===== src/rtl/vending_pkg.sv =====
`default_nettype none
// ============================================================================
// Module   : vending_pkg
// Brief    : State encoding and coin constants shared by the vending path.
// Revision : 1.0
// ============================================================================
package vending_pkg;

    typedef enum logic [2:0] {
        ST_IDLE   = 3'd0,
        ST_SELECT = 3'd1,
        ST_EJECT  = 3'd2,
        ST_GAP    = 3'd3,
        ST_DONE   = 3'd4,
        ST_FAULT  = 3'd5
    } state_e;

    localparam int UNIT_RUPEES  = 5;
    localparam int COIN10_UNITS = 2;
    localparam int COIN5_UNITS  = 1;

    function automatic int max_int(input int a, input int b);
        return (a > b) ? a : b;
    endfunction

endpackage
`default_nettype wire


===== src/rtl/cycle_timer.sv =====
`default_nettype none
// ============================================================================
// Module   : cycle_timer
// Brief    : Loadable down-counter with zero flag; saturates at zero.
// Revision : 1.0
// ============================================================================
module cycle_timer #(
    parameter int W = 4
) (
    input  logic         clk,
    input  logic         reset,
    input  logic         load,
    input  logic [W-1:0] load_val,
    input  logic         dec,
    output logic [W-1:0] count,
    output logic         zero
);

    logic [W-1:0] count_q;
    logic [W-1:0] count_d;

    always_comb begin
        count_d = count_q;
        if (load) begin
            count_d = load_val;
        end else if (dec && (count_q != '0)) begin
            count_d = count_q - 1'b1;
        end
    end

    always_ff @(posedge clk or posedge reset) begin
        if (reset) begin
            count_q <= '0;
        end else begin
            count_q <= count_d;
        end
    end

    assign count = count_q;
    assign zero  = (count_q == '0);

endmodule
`default_nettype wire


===== src/rtl/change_dispenser.sv =====
`default_nettype none
// ============================================================================
// Module   : change_dispenser
// Brief    : Greedy coin-return transmitter (10s then 5s) with ack handshake.
// Revision : 1.0
// ============================================================================
module change_dispenser
    import vending_pkg::*;
#(
    parameter int UNIT_W      = 8,
    parameter int GAP_CYCLES  = 2,
    parameter int ACK_TIMEOUT = 16
) (
    input  logic              clk,
    input  logic              reset,
    input  logic              start,
    input  logic [UNIT_W-1:0] units,
    input  logic              empty10,
    input  logic              empty5,
    input  logic              coin_ack,
    input  logic              clear,
    output logic              coin10,
    output logic              coin5,
    output logic              busy,
    output logic              done,
    output logic              fault,
    output logic [UNIT_W-1:0] remaining
);

    localparam int TO_W  = $clog2(ACK_TIMEOUT + 1);
    localparam int GAP_W = $clog2(GAP_CYCLES + 1);
    localparam int TMR_W = max_int(TO_W, GAP_W);

    state_e            state_q,  state_d;
    logic [UNIT_W-1:0] rem_q,    rem_d;
    logic              coin10_q, coin10_d;
    logic              coin5_q,  coin5_d;
    logic              busy_q,   busy_d;
    logic              done_q,   done_d;
    logic              fault_q,  fault_d;

    logic              tmr_load;
    logic [TMR_W-1:0]  tmr_val;
    logic              tmr_dec;
    logic [TMR_W-1:0]  tmr_count;
    logic              tmr_zero;

    // One timer serves both the EJECT timeout and the GAP length; it is
    // loaded with N-1 so the state lasts exactly N cycles.
    cycle_timer #(
        .W (TMR_W)
    ) u_timer (
        .clk      (clk),
        .reset    (reset),
        .load     (tmr_load),
        .load_val (tmr_val),
        .dec      (tmr_dec),
        .count    (tmr_count),
        .zero     (tmr_zero)
    );

    always_comb begin
        state_d  = state_q;
        rem_d    = rem_q;
        coin10_d = coin10_q;
        coin5_d  = coin5_q;
        busy_d   = busy_q;
        done_d   = 1'b0;
        fault_d  = fault_q;
        tmr_load = 1'b0;
        tmr_val  = '0;
        tmr_dec  = 1'b0;

        case (state_q)
            ST_IDLE: begin
                if (start) begin
                    state_d = ST_SELECT;
                    rem_d   = units;
                    busy_d  = 1'b1;
                end
            end
            ST_SELECT: begin
                if (rem_q == '0) begin
                    state_d = ST_DONE;
                    done_d  = 1'b1;
                end else if ((rem_q >= UNIT_W'(COIN10_UNITS)) && !empty10) begin
                    state_d  = ST_EJECT;
                    coin10_d = 1'b1;
                    tmr_load = 1'b1;
                    tmr_val  = TMR_W'(ACK_TIMEOUT - 1);
                end else if ((rem_q >= UNIT_W'(COIN5_UNITS)) && !empty5) begin
                    state_d  = ST_EJECT;
                    coin5_d  = 1'b1;
                    tmr_load = 1'b1;
                    tmr_val  = TMR_W'(ACK_TIMEOUT - 1);
                end else begin
                    state_d = ST_FAULT;
                    fault_d = 1'b1;
                    busy_d  = 1'b0;
                end
            end
            ST_EJECT: begin
                if (coin_ack) begin
                    rem_d    = rem_q - (coin10_q ? UNIT_W'(COIN10_UNITS)
                                                 : UNIT_W'(COIN5_UNITS));
                    coin10_d = 1'b0;
                    coin5_d  = 1'b0;
                    state_d  = ST_GAP;
                    tmr_load = 1'b1;
                    tmr_val  = TMR_W'(GAP_CYCLES - 1);
                end else if (tmr_zero) begin
                    coin10_d = 1'b0;
                    coin5_d  = 1'b0;
                    state_d  = ST_FAULT;
                    fault_d  = 1'b1;
                    busy_d   = 1'b0;
                end else begin
                    tmr_dec = 1'b1;
                end
            end
            ST_GAP: begin
                if (tmr_zero) begin
                    state_d = ST_SELECT;
                end else begin
                    tmr_dec = 1'b1;
                end
            end
            ST_DONE: begin
                state_d = ST_IDLE;
                busy_d  = 1'b0;
            end
            ST_FAULT: begin
                if (clear) begin
                    state_d = ST_IDLE;
                    rem_d   = '0;
                    fault_d = 1'b0;
                end
            end
            default: begin
                state_d  = ST_IDLE;
                rem_d    = '0;
                coin10_d = 1'b0;
                coin5_d  = 1'b0;
                busy_d   = 1'b0;
                fault_d  = 1'b0;
            end
        endcase
    end

    always_ff @(posedge clk or posedge reset) begin
        if (reset) begin
            state_q  <= ST_IDLE;
            rem_q    <= '0;
            coin10_q <= 1'b0;
            coin5_q  <= 1'b0;
            busy_q   <= 1'b0;
            done_q   <= 1'b0;
            fault_q  <= 1'b0;
        end else begin
            state_q  <= state_d;
            rem_q    <= rem_d;
            coin10_q <= coin10_d;
            coin5_q  <= coin5_d;
            busy_q   <= busy_d;
            done_q   <= done_d;
            fault_q  <= fault_d;
        end
    end

    assign coin10    = coin10_q;
    assign coin5     = coin5_q;
    assign busy      = busy_q;
    assign done      = done_q;
    assign fault     = fault_q;
    assign remaining = rem_q;

endmodule
`default_nettype wire


===== config.mk =====
export PLATFORM = sky130hd
export DESIGN_NAME = change_dispenser
export DESIGN_NICKNAME = d
export VERILOG_FILES = /design/src/rtl/vending_pkg.sv /design/src/rtl/cycle_timer.sv /design/src/rtl/change_dispenser.sv
export SDC_FILE = /design/constraint.sdc
export NUM_CORES = 1
export LEC_CHECK = 0
export ABC_AREA = 1
export CAP_MARGIN = 20
export CORE_MARGIN = 2
export CORE_UTILIZATION = 50
export CTS_CLUSTER_SIZE = 30
export DETAILED_ROUTE_END_ITERATION = 8
export HOLD_SLACK_MARGIN = 0.02
export PLACE_DENSITY = 0.84
export RECOVER_POWER = 25
export SETUP_SLACK_MARGIN = 0.2
export SYNTH_ARGS = -nofsm -noshare
export SYNTH_HDL_FRONTEND = slang
export SYNTH_HIERARCHICAL = 1
export SYNTH_SLANG_ARGS = --single-unit

===== constraint.sdc =====
create_clock -name clk -period 3 [get_ports clk]
set_clock_uncertainty 0.1 [all_clocks]
set_input_delay 0.75 -clock clk [delete_from_list [all_inputs] [get_ports clk]]
set_output_delay 0.75 -clock clk [all_outputs]
set_load 0.03 [all_outputs]

* After elaboration in Yosys (flattened, before gate mapping) *
Index checks and enable logic that the tools add are counted.

storage, ports and cells
  flip-flop bits (word level) = 21
  input port bits = 15
  output and inout port bits = 13
  logic and storage cells = 106

operators by class
  add/sub/neg operators = 2
  order comparisons = 2
  equal/unequal tests = 17
  muxes and demuxes = 53
  bitwise operators = 4
  reduce and logical (&&, ||, !) cells = 20

operators by type and width
  kind                                                                                  number
  8-bit one-hot mux with 4 select lines                                                 1
  1-bit two-way mux                                                                     27
  3-bit two-way mux                                                                     8
  8-bit two-way mux                                                                     3
  2-bit != test (second input constant)                                                 11
  3-bit one-hot mux with 5 select lines                                                 1
  7-bit AND reduction                                                                   2
  4-bit two-way mux                                                                     3
  4-bit AND reduction                                                                   3
  5-bit two-way mux                                                                     2
  8-bit by 1-bit greater-or-equal comparator with 1-bit output (second input constant)  1
  8-bit by 2-bit greater-or-equal comparator with 1-bit output (second input constant)  1
  8-bit logical NOT                                                                     1
  1-bit one-hot mux with 4 select lines                                                 2
  4-bit one-hot mux with 2 select lines                                                 1
  8-bit by 2-bit subtractor with 8-bit output                                           1
  3-bit by 2-bit == test with 1-bit output (second input constant)                      2
  3-bit == test (second input constant)                                                 2
  1-bit one-hot mux with 3 select lines                                                 2
  3-bit OR reduction                                                                    2
  5-bit logical NOT                                                                     1
  5-bit AND reduction                                                                   1
  5-bit nonzero test                                                                    1
  5-bit by 1-bit subtractor with 5-bit output (second input constant)                   1
  11 further kinds                                                                      18

* Longest topological paths before layout *
Gate-level depths: netlist of run 1.

  word-level depth = 7
  gate-level depth with buffers = 13

* Hierarchy *
The synthesis of run 1 kept the hierarchy.

by module, submodules not included
  module            instances  cells each  area each (µm²)  sequential area each (µm²)
  change_dispenser  1          179         1,217.4          400.4
  cycle_timer       1          49          345.3            125.1

* Worst setup path after synthesis of run 1 *
No wires, ideal clock.

  path kind = flip-flop to flip-flop
  start = register coin10_q (netlist: coin10)
  end = register rem_q[6] (netlist: remaining[6])
  data arrival time = 1.724 ns
  required time = 2.780 ns
  setup slack = 1.056 ns
  stages on the path, launching flop included = 12
  cell sequence = dfrtp_1 -> inv_1 -> ha_1 -> fa_1 -> inv_1 -> nor2_1 -> nand2_1 -> nand2_1 -> nand2_1 -> o21ai_0 -> nand2_1 -> o21ai_2

on the way
  cells in the longest elaborated chain, start to end = 4

ends and longest elaborated chain
  element                                      RTL line                 text
  start: declaration                           change_dispenser.sv:36   logic coin10_q, coin10_d;
  start signal: assignment                     change_dispenser.sv:162  coin10_q <= coin10_d;
  2-bit two-way mux                            change_dispenser.sv:104  rem_d = rem_q - (coin10_q ? UNIT_W'(COIN10_UNITS)
  8-bit by 2-bit subtractor with 8-bit output  change_dispenser.sv:104
  8-bit two-way mux                            change_dispenser.sv:103  if (coin_ack) begin
  8-bit one-hot mux with 4 select lines        change_dispenser.sv:74   case (state_q)
  end signal: assignment                       change_dispenser.sv:161  rem_q <= rem_d;
  end: declaration                             change_dispenser.sv:35   logic [UNIT_W-1:0] rem_q, rem_d;

Every way passes these cells. The select of a mux whose other input is x is not followed.
A chain may end at the register's enable or synchronous reset.

* Final worst setup path of run 1 *
  start = register coin10_q (netlist: coin10)
  end = output port coin10

RTL lines
  element           RTL line                text
  end: declaration  change_dispenser.sv:22  output logic coin10,

No word-level cell between the ends.

==> results of run 1 <==
power groups by stage:
stage | logic, W | registers (W) | clock network (W)
2_1_floorplan | 0.00101 | 0.000589 | 0
3_3_place_gp | 0.00139 | 0.000500 | 0
6_report | 0.00142 | 0.000499 | 0.000143
5_1_grt | 0.00161 | 0.000517 | 0.000161
4_1_cts | 0.00143 | 0.000499 | 0.000149
3_5_place_dp | 0.00142 | 0.000506 | 0
flip-flops by register name (all words and copies together), names as in the netlist:
register and flops:
busy 1, coin10 1, coin5 1, done 1
fault 1, remaining 8, state_q 3, u_timer/count 5
layer usage:
metal  share of wire [%]  up-vias
li1                    -      773
met5                   0        -
met3                 4.4        5
met4                 1.3        0
met2                  50       35
met1                  44      673
through the flow:
| step | utilization, % | hold slack [ns] |
|---|---|---|
| detailed placement | 61.8 | 0.365 |
| global placement | 61.8 | 0.367 |
| global route | 62.7 | 0.407 |
| floorplan | - | 0.368 |
| CTS | 62.7 | 0.395 |
| finish | 62.7 | 0.390 |
logic make-up after synthesis:
kind of cell	Yosys count
buf+inv	41
compound gates	32
fa+ha+maj	4
other cells	1
flops	21
simple gates	129
how the worst min path moves through the flow:
stage | start | end | slack, ns | cells past startpoint
2_1_floorplan | u_timer/count[4]$_DFFE_PP0P_ | u_timer/count[4]$_DFFE_PP0P_ | 0.37 | 2
3_3_place_gp | busy$_DFFE_PP0P_ | busy$_DFFE_PP0P_ | 0.37 | 2
3_5_place_dp | busy$_DFFE_PP0P_ | busy$_DFFE_PP0P_ | 0.36 | 2
4_1_cts | busy$_DFFE_PP0P_ | busy$_DFFE_PP0P_ | 0.39 | 2
5_1_grt | busy$_DFFE_PP0P_ | busy$_DFFE_PP0P_ | 0.41 | 2
6_report | busy$_DFFE_PP0P_ | busy$_DFFE_PP0P_ | 0.39 | 2
area by class of cell:
cell class	count	area, sq um	share of cell area [%]
well taps	33	41.3	2.19
repair buffers	27	270	14.4
inverters	39	146	7.78
multi-input cells	166	872	46.3
flip-flops and latches	21	526	27.9
clock buffers	4	26.3	1.40
cell usage in the layout (no fill, tap or decap), drive strengths merged:
cell type      synthesis  layout
nand2                 78      78
inv                   39      39
clkdlybuf4s50          0      26
o21ai                 24      24
nor2                  22      22
dfrtp                 21      21
nand3                 21      21
a21oi                  5       5
clkbuf                 0       4
nor3                   4       4
ha                     3       3
nand3b                 2       2
or2                    1       1
a32oi                  1       1
o21a                   1       1
nand4                  1       1
a21boi                 1       1
fa                     1       1
dlygate4sd3            0       1
conb                   1       1
==> impl_metrics.json, run 1 <==
{
  "core_sq_um": 3000,
  "setup_slack_ns": 0.722,
  "p_sw_share_pct": 53.8,
  "use_met1_pct": 25.5,
  "fill_cells": 270,
  "max_stage_delay_ns": 0.69,
  "crit_buf_inv": 1,
  "place_area_sq_um": 1860,
  "final_cell_area_sq_um": 1880,
  "dr.pass1.iters": 4,
  "drt_wl_total_microns": 3340,
  "dpl.hpwl_microns": 2720,
  "ir_drop_uv": 518,
  "critical_path.cell_chain": "clkdlybuf4s50_1",
  "synthTopCellsByCount": "69 x nand2_1, 35 x inv_1, 21 x dfrtp_1",
  "worst_pin_slew_ns": 0.626,
  "yosys.area_share.xor_xnor_pct": 0,
  "synth-main-ff-cell": "dfrtp_1",
  "crit_type": "flop to primary output",
  "slew_viol_final": 0,
  "syn_inst": 228,
  "cp-endpoint": "coin10",
  "min_period_ns": 2.28,
  "grt_max_degree": 17,
  "p_comb_share_pct": 68.8,
  "grt_pass1_wl_microns": 5820,
  "muxShareOfSynthArea_pct": 0,
  "p_leak_nw": 0.998,
  "final.setup.tns_ns": 0,
  "rsz0062_at_grt": "false",
  "portBuffers": 27,
  "avgRoutedWirePerCell_microns": 11.5,
  "yosysMostFrequentCell": "nand2_1",
  "globalRouteTotalUtil_pct": 21.4,
  "grt_use_met2_pct": 39.8,
  "p_int_w": 0.000951,
  "p_per_area_nw_per_um2": 1090,
  "seqPwrFrac_pct": 24.3,
  "clk_pin_slew_ns": 0.12,
  "diodes": 0,
  "path_max_fanout": 3,
  "hold_class": "flop to flop",
  "synth-compound-area-share_pct": 12.7,
  "syn_area_per_cell_sq_um": 6.85,
  "r2r-end": "u_timer/count[2]$_DFFE_PP0P_",
  "synth_edf_count": 0,
  "setup_viol": 0,
  "reg2reg_from": "remaining[4]$_DFFE_PP0P_",
  "crit_path_end_kind": "primary output",
  "synth_fa_ha_area_share_pct": 3.68,
  "gr-usage-met3_pct": 2.38,
  "clk_latency_ns": 0.31,
  "start_util_pct": 52.0,
  "required_ns": 2.15,
  "viasPerCell": 5.12,
  "total_power_w": 0.00206,
  "synth_top_family_by_area": "simple AND/OR/NAND/NOR gates",
  "die_area_sq_um": 3590,
  "synth_area_leaders": "dfrtp_1 34%, nand2_1 17%, inv_1 8.4%",
  "layout.cells.non_filler": 290,
  "cts_buffers": 3,
  "post_cts_resized": 0,
  "drc": 0,
  "finalCritPeriodShare_pct": 75.9,
  "cp.arrival_ns": 1.43,
  "drive_gt1_share_pct": 12.1,
  "rr_worst_depth": 13,
  "die_h_microns": 59.9,
  "cap_violations": 0,
  "clkPwrFrac_pct": 6.9,
  "cts_root_buffer": "clkbuf_4",
  "clock_sinks": 21,
  "clockBufferDepth": 2,
  "seq_area_frac_synth_pct": 33.6,
  "ys_ff_latch": 21,
  "dp_slack_ns": 0.674,
  "cp-start-kind": "flop",
  "die_w_microns": 59.9,
  "slew_headroom_pct": 58.2,
  "overflow": 0,
  "cts_setup_buffers": 0,
  "syn-cell-area_sq_um": 1560,
  "drt_iter0_drc": 52,
  "async_flop_share_pct": 100,
  "cp_num_cells": 1,
  "synthToLayoutAreaGrowth_pct": 20.4,
  "std_cell_rows": 20,
  "vias": 1486,
  "synth_top_area_share_pct": 33.6,
  "dp.cells": 286,
  "worst_path_dominant_cell_family": "buffers and inverters",
  "gp_congestion": 0.865,
  "yosys.area_share.simple_pct": 39.2,
  "num_io_pins": 28,
  "busiest_layer": "met2",
  "hold_buffers": 0,
  "ys_warn_count": 6,
  "antenna_left": 0,
  "crit_path_start": "coin10$_DFFE_PP0P_",
  "cts_tree": "built",
  "antenna_found_initial": 0,
  "max_clock_freq_ghz": 0.439,
  "outcome": "completed",
  "critPathSlowestCell": "clkdlybuf4s50_1",
  "grt_pass1_vias": 1390,
  "nets": 277,
  "yosys.area.top_type": "dfrtp_1",
  "r2r_slack_ns": 1.02,
  "ys_types": 31,
  "cts.htree.levels": 1,
  "synth_fp_nets": 247,
  "p_sw_w": 0.00111,
  "finalHoldViolCount": 0
}
Note: power is estimated with default switching activity, not from simulation.
==> run 2: changes to the inputs <==
==> constraint.sdc (replaced) <==
create_clock -name clk -period 2.3 [get_ports clk]
set_clock_uncertainty 0.1 [all_clocks]
set_input_delay 0.575 -clock clk [delete_from_list [all_inputs] [get_ports clk]]
set_output_delay 0.575 -clock clk [all_outputs]
set_load 0.03 [all_outputs]
==> impl_metrics.json, run 2 (synthesized netlist as in run 1, its figures left out) <==
{
  "avgRoutedWirePerCell_microns": 11.6,
  "grt_max_degree": 17,
  "dp.cells": 287,
  "busiest_layer": "met2",
  "gp_congestion": 0.867,
  "p_int_w": 0.00124,
  "hold_class": "flop to flop",
  "synthToLayoutAreaGrowth_pct": 22.3,
  "drt_iter0_drc": 121,
  "cap_violations": 0,
  "crit_path_end_kind": "primary output",
  "antenna_left": 0,
  "final_common_cell": "nand2_1",
  "std_cell_rows": 20,
  "clkPwrFrac_pct": 6.7,
  "reg2reg_from": "coin10$_DFFE_PP0P_",
  "die_w_microns": 59.9,
  "start_util_pct": 52.0,
  "r2r_slack_ns": 0.41,
  "cp-start-kind": "flop",
  "multi_input_area_sq_um": 877,
  "portBuffers": 27,
  "overflow": 0,
  "clk_latency_ns": 0.31,
  "p_sw_share_pct": 53.9,
  "p_per_area_nw_per_um2": 1410,
  "dr.pass1.iters": 4,
  "drive_gt1_share_pct": 13.2,
  "grt_use_met2_pct": 39.4,
  "max_stage_delay_ns": 0.67,
  "clockBufferDepth": 2,
  "cp.arrival_ns": 1.34,
  "globalRouteTotalUtil_pct": 21.5,
  "crit_type": "flop to primary output",
  "worstHoldPathCells": 2,
  "cts_root_buffer": "clkbuf_4",
  "critical_path.cell_chain": "clkdlybuf4s50_1",
  "finalHoldViolCount": 0,
  "p_leak_nw": 1.12,
  "cp_num_cells": 1,
  "largest_reg_flops": 8,
  "finalCritPeriodShare_pct": 87.5,
  "drt_wl_total_microns": 3380,
  "cts_buffers": 3,
  "die_area_sq_um": 3590,
  "cts.htree.levels": 1,
  "worst_pin_slew_ns": 0.653,
  "path_max_fanout": 2,
  "total_power_w": 0.00270,
  "clk_pin_slew_ns": 0.11,
  "gr-usage-met3_pct": 2.81,
  "rr_worst_depth": 10,
  "die_h_microns": 59.9,
  "vias": 1479,
  "crit_buf_inv": 1,
  "core_sq_um": 3000,
  "rsz0062_at_grt": "true",
  "setup_viol": 0,
  "p_sw_w": 0.00145,
  "grt_pass1_wl_microns": 5880,
  "diodes": 0,
  "cp-endpoint": "remaining[0]",
  "seqPwrFrac_pct": 24.3,
  "antenna_found_initial": 0,
  "slew_headroom_pct": 56.4,
  "crit_path_start": "remaining[0]$_DFFE_PP0P_",
  "max_clock_freq_ghz": 0.497,
  "outcome": "completed",
  "ir_drop_uv": 728,
  "slew_viol_final": 0,
  "grt_pass1_vias": 1398,
  "dpl.hpwl_microns": 2610,
  "final.setup.tns_ns": 0,
  "layout.cells.non_filler": 291,
  "hold_buffers": 0,
  "final_cell_mix": "68 x nand2_1, 35 x inv_1, 21 x dfrtp_1, 20 x nand3_1",
  "p_comb_share_pct": 69.0,
  "clock_sinks": 21,
  "cts_tree": "built",
  "critPathSlowestCell": "clkdlybuf4s50_1",
  "r2r-end": "remaining[6]$_DFFE_PP0P_",
  "drc": 0,
  "use_met1_pct": 25.9,
  "nets": 278,
  "required_ns": 1.62,
  "seq_area_sq_um": 526,
  "worst_path_dominant_cell_family": "buffers and inverters",
  "fill_cells": 274,
  "num_io_pins": 28,
  "min_period_ns": 2.01,
  "viasPerCell": 5.08
}
run 2: cell count changes in the layout (fill, tap and decap cells not counted):
cell             previous run  this run
clkdlybuf4s50_1            26        18
dlymetal6s2s_1              0         7
buf_4                       0         1
dlygate4sd2_1               0         1
nand2_1                    69        68
nand2_2                     6         7
nor2_1                     19        18
nor2_2                      2         3
run 2: worst min path at each step:
stage,from,endpoint,slack (ns)
after floorplan,reset,u_timer/count[0]$_DFFE_PP0P_,0.25
after global placement,busy$_DFFE_PP0P_,busy$_DFFE_PP0P_,0.37
after detailed placement,busy$_DFFE_PP0P_,busy$_DFFE_PP0P_,0.36
after CTS,reset,u_timer/count[3]$_DFFE_PP0P_,0.37
after global routing,busy$_DFFE_PP0P_,busy$_DFFE_PP0P_,0.41
final,busy$_DFFE_PP0P_,busy$_DFFE_PP0P_,0.39
run 2: final cells by class:
cell class	count	area share, %
Clock buffer	4	1.38
Inverter	39	7.66
Multi-Input combinational cell	166	45.9
Sequential cell	21	27.5
Tap cell	33	2.16
Timing Repair Buffer	28	15.4
run 2: timing repair:
item | in CTS | in global routing
gates resized for setup | 1 | 9
pin swaps | 0 | 0
buffers inserted | 0 | 0
endpoints found under the setup margin | 1 | 13
run 2: through the flow:
step                      instance area, sq um  hold WS, ns  utilization, %  setup slack, ns
after floorplan                           1560        0.254               -            0.356
after global placement                    1860        0.366            62.0            0.205
after detailed placement                  1860        0.365            62.0            0.130
after CTS                                 1890        0.365            62.9            0.206
after global routing                      1910        0.409            63.6            0.160
final                                     1910        0.386            63.6            0.288
run 2: layer usage:
layer,vias up,wire (microns)
met1,663,1540
met2,35,1660
li1,776,-
met4,0,39
met5,-,0
met3,5,143
run 2: power by group through the flow:
stage | Clock (W) | Sequential [W] | Combinational [W]
after global routing | 0.000208 | 0.000673 | 0.00212
after global placement | 0 | 0.000654 | 0.00182
after detailed placement | 0 | 0.000660 | 0.00185
after CTS | 0.000192 | 0.000653 | 0.00186
final | 0.000180 | 0.000654 | 0.00186
after floorplan | 0 | 0.000769 | 0.00132
